File: src/rtl/smac_acc.sv
`default_nettype none
// -----------------------------------------------------------------------------
// smac_acc : handshaked signed accumulator that sums N_TERMS multiplier products
// Rev 1.0
// -----------------------------------------------------------------------------
module smac_acc #(
  parameter int N_TERMS = 8,
  parameter int ACC_W   = 40
) (
  input  logic             clk,
  input  logic             rst,
  input  logic             start,
  input  logic [31:0]      p,
  input  logic             p_valid,
  output logic             p_ready,
  output logic [ACC_W-1:0] acc_out,
  output logic             acc_valid,
  input  logic             acc_ack,
  output logic             ovf,
  output logic             busy
);

  localparam int               CNT_W    = 8;
  localparam logic [CNT_W-1:0] LAST_CNT = CNT_W'(N_TERMS - 1);

  typedef enum logic [1:0] {
    IDLE = 2'd0,
    ACC  = 2'd1,
    DONE = 2'd2
  } state_t;

  state_t           state;
  logic [CNT_W-1:0] cnt;
  logic [ACC_W-1:0] acc;
  logic [ACC_W-1:0] p_ext;
  logic [ACC_W-1:0] sum;
  logic             xfer;
  logic             add_ovf;

  if (ACC_W > 32) begin : g_ext
    assign p_ext = {{(ACC_W-32){p[31]}}, p};
  end else begin : g_noext
    assign p_ext = p;
  end

  // p_ready is a registered copy of (state == ACC), so it gates transfers directly
  assign xfer    = p_valid && p_ready;
  assign sum     = acc + p_ext;
  assign add_ovf = (acc[ACC_W-1] == p_ext[ACC_W-1]) && (sum[ACC_W-1] != acc[ACC_W-1]);
  assign acc_out = acc;

  always_ff @(posedge clk or posedge rst) begin
    if (rst) begin
      state     <= IDLE;
      cnt       <= '0;
      acc       <= '0;
      ovf       <= 1'b0;
      p_ready   <= 1'b0;
      acc_valid <= 1'b0;
      busy      <= 1'b0;
    end else begin
      case (state)
        IDLE: begin
          if (start) begin
            state   <= ACC;
            cnt     <= '0;
            acc     <= '0;
            ovf     <= 1'b0;
            p_ready <= 1'b1;
            busy    <= 1'b1;
          end
        end
        ACC: begin
          if (xfer) begin
            acc <= sum;
            cnt <= cnt + 1'b1;
            if (add_ovf) begin
              ovf <= 1'b1;
            end
            if (cnt == LAST_CNT) begin
              state     <= DONE;
              p_ready   <= 1'b0;
              acc_valid <= 1'b1;
            end
          end
        end
        DONE: begin
          if (acc_ack) begin
            state     <= IDLE;
            acc_valid <= 1'b0;
            busy      <= 1'b0;
          end
        end
        default: begin
          state     <= IDLE;
          p_ready   <= 1'b0;
          acc_valid <= 1'b0;
          busy      <= 1'b0;
        end
      endcase
    end
  end

endmodule
`default_nettype wire

File: config.mk
export PLATFORM = sky130hd
export DESIGN_NAME = smac_acc
export DESIGN_NICKNAME = d
export VERILOG_FILES = /design/src/rtl/smac_acc.sv
export SDC_FILE = /design/constraint.sdc
export NUM_CORES = 1
export LEC_CHECK = 0
export BUFFER_PORTS_ARGS = -buffer_cell sky130_fd_sc_hd__buf_2
export CAP_MARGIN = 25
export CORE_MARGIN = 2
export CORE_UTILIZATION = 50
export CTS_BUF_LIST = sky130_fd_sc_hd__clkbuf_8 sky130_fd_sc_hd__clkbuf_16
export CTS_CLUSTER_SIZE = 28
export DETAILED_ROUTE_END_ITERATION = 7
export PLACE_DENSITY = 0.84
export RECOVER_POWER = 50
export SETUP_SLACK_MARGIN = 0.2
export SYNTH_ARGS = -nofsm -noshare
export SYNTH_HDL_FRONTEND = slang
export SYNTH_SLANG_ARGS = --single-unit
export TNS_END_PERCENT = 5
File: constraint.sdc
create_clock -name clk -period 3.4 [get_ports clk]
set_input_delay 0.51 -clock clk [delete_from_list [all_inputs] [get_ports clk]]
set_output_delay 0.51 -clock clk [all_outputs]
set_load 0.02 [all_outputs]
==> metrics.txt <==
status=complete, but fails checks; violated checks=max-capacitance violations, max-slew violations; num ports=81; DP Cell Count=667; relative slew slack=-43.1%; CP startpoint kind=register; maxcap violations=1; ANT cells=0; sequential area share after synthesis=32.5%; RSZ-0062 raised after global routing=true; flop-to-flop setup slack=0.19 ns; Synth Flop Type=dfrtp_1; Slowest cell on crit path=a2111o_1; pin count of the biggest net entering global routing=44; final non-filler cell total=679; DR vias/cell=5.76; top cells by area, synth=dfrtp_1 32%, ha_1 12%, nand2_1 6.4%; fmax=0.312 GHz; H-tree Lvls=2; Final HPWL DP=7.70 mm; Post-Syn Area=4160 um2; later-pin clock latency in the skew report=0.33 ns; EDFF count, synth=0; first-pass GRT wire length=17.0 mm; complex-gate fraction of the synthesized area=26.6%; Fill cells=742; simple-gate share of the synthesized area=17.5%; average size of a mapped cell=8.52 um2; Die W=95.3 um; max-slew violations=38; Max VDD drop=0.414 mV; Arr. time, crit path=3.43 ns; cell taking the most area after synthesis=dfrtp_1; DIE HEIGHT=95.3 um; min Tclk post-route=3.21 ns; total core area=8130 um2; Synth Net Count=567; Synth top area share=32.5%; Root Driver=clkbuf_8; number of buffers and inverters on the critical path=1; Pre-antenna DRT Iters=4; Setup Skew=0.0134 ns; final hold violation count=0; CTS tree=done; Worst Max-Slew Pin Slew=2.15 ns; final worst-path cycle share=94.3%; Netlist cell types=57; final worst slack=0.193 ns; Max FO, Critical Path=4; mux contribution to synthesized area=0.240%; worst stage delay on the critical path=0.46 ns; footprint of the multi-input gates=2700 um2; Setup Viol. Count Final=0; share of cells above drive strength 1=16.7%; total power=3.97 mW; FF+latch count, synth=54; mean routed wirelength per cell=15.1 um; vias=3910; CTS Sinks=54; Power Dens Cells=827 nW/um2; CP delay by family, top=compound AO/OA/AOI/OAI gates; largest family of logic cells by synthesized area=compound AO/OA/AOI/OAI gates; total global-route track usage=23.4%; Nets=651; Critical Path RT=3.62 ns; Placement Rows=33; Synth warnings=0; die area=9070 um2; Cells after Synth=489; Adder-Cell Fraction of Synth Area=12.5%; Residual DRC=0; clock buffers created by TritonCTS=5; clock buffer depth=2; fraction of registers with async set/reset=100%; antenna violations before repair=0; kind of critical path=register to register; leakage=2.34 nW; Worst Hold Class=input pin to async pin; FF+latch area=1350 um2; crit path cell chain=ha_2, inv_1, fa_2, and2b_1, o211ai_1, a2111oi_4, o21ai_2, a2111o_1, a21oi_4, a41oi_2, a21oi_2, xor2_1, a22o_1; Placer Congestion=0.904; Initial Util=51.2%; Synth Area in XOR/XNOR=7.57%; Area Growth Syn to Fin=15.3%; Detailed Route WL=10.3 mm; number of DRC markers in iteration 0=212; Clk pin slew, worst setup/hold paths=0.11 ns; antenna-violating nets left=0; worst slack, placed=-0.000643 ns; CP Capture Type=register; global route overflow=0; vias in the first global route=3772; Port Buffers=80
## logic make-up (layout without fill, tap and decap cells)
kind of cell	after synthesis	count (layout)
compound gates	167	167
simple gates	157	157
flops	54	54
fa+ha+maj	41	41
xor+xnor	36	36
buf+inv	33	118
mux	1	1
## cell usage after synthesis, types with 3 or more instances
master,count
xor2_1,16
o21ai_0,49
or3_1,4
xnor2_1,20
nand4_1,7
nand3_1,12
o31ai_1,3
clkbuf_1,12
a21oi_2,5
and3_1,5
a21o_1,18
o21ai_1,6
nor3_1,11
a211o_1,3
dfrtp_1,54
a22o_1,6
ha_1,40
o21a_1,3
nand2_1,71
nand2b_1,10
nor2b_1,3
nor2_1,25
inv_1,17
a31oi_1,6
a21oi_1,39
## where the power goes
| group | switching (mW) | internal (mW) | leakage, nW |
|---|---|---|---|
| clock network | 0.243 | 0.149 | 0.0447 |
| registers | 0.203 | 0.872 | 0.700 |
| logic | 1.53 | 0.977 | 1.59 |
| total | 1.97 | 2.00 | 2.34 |
## path summary, 6_finish.rpt
| path | from | endpoint | depth (start not counted) |
|---|---|---|---|
| worst max-delay path | acc_out[0] | acc_out[38] | 13 |
| worst min-delay path | rst | acc_out[21] | 2 |
| worst max register to register | acc_out[0] | acc_out[38] | 13 |
| worst min register to register | acc_valid | acc_valid | 1 |
| max in group asynchronous | rst | state[1] | 3 |
| min in group clk | acc_valid | acc_valid | 1 |
## metal layers
metal	vias to the layer above	track usage, %	share of wire (%)	routed length, um
met5	-	0	0	0
met3	18	4.58	5.8	591
met2	93	40.0	48	4940
met1	1865	29.9	44	4530
met4	0	7.37	2.0	202
li1	1934	-	-	-
## timing repair
item,CTS,global route
endpoints found under the hold margin,0,0
gates resized for setup,0,5
setup buffers,0,3
endpoints found under the setup margin,0,7
hold buffers,0,0
## cell usage in the layout (no fill, tap or decap), types with 3 or more instances in the layout
cell / n
dfrtp_1: 54
nand2b_1: 10
a21oi_1: 39
nand2_1: 71
nand4_1: 7
a21o_1: 18
buf_2: 59
nor2_1: 24
a22o_1: 6
o21a_1: 3
nor3_1: 11
o21ai_1: 6
a21oi_2: 4
nand3_1: 12
xnor2_1: 20
o21ai_0: 48
a31oi_1: 6
ha_1: 39
clkbuf_8: 5
inv_1: 17
o31ai_1: 3
buf_4: 10
xor2_1: 16
nor2b_1: 3
a211o_1: 3
or3_1: 4
and3_1: 5
clkbuf_1: 24
## metrics by stage
step / TNS, ns / cell area [um2] / utilization, % / hold slack [ns]
final: 0 / 4800 / 59.0 / 0.0570
after global routing: 0 / 4800 / 59.0 / 0.0776
after floorplan: 0 / 4160 / - / 0.489
after global placement: 0 / 4700 / 57.8 / 0.460
after detailed placement: -0.000643 / 4700 / 57.8 / 0.489
after CTS: 0 / 4790 / 58.9 / 0.411
## layout make-up
type	count	area share, %
Multi-Input combinational cell	402	56.2
Sequential cell	54	28.1
Timing Repair Buffer	93	9.59
Tap cell	105	2.74
Clock buffer	5	1.43
Inverter	17	1.33
Clock inverter	3	0.521
## flip-flops by register name, indices dropped and copies added, names as in the netlist
| signal | flops |
|---|---|
| acc_valid | 1 |
| p_ready | 1 |
| cnt | 8 |
| ovf | 1 |
| acc_out | 40 |
| busy | 1 |
| state | 2 |
(Power assumes the default switching activity.)
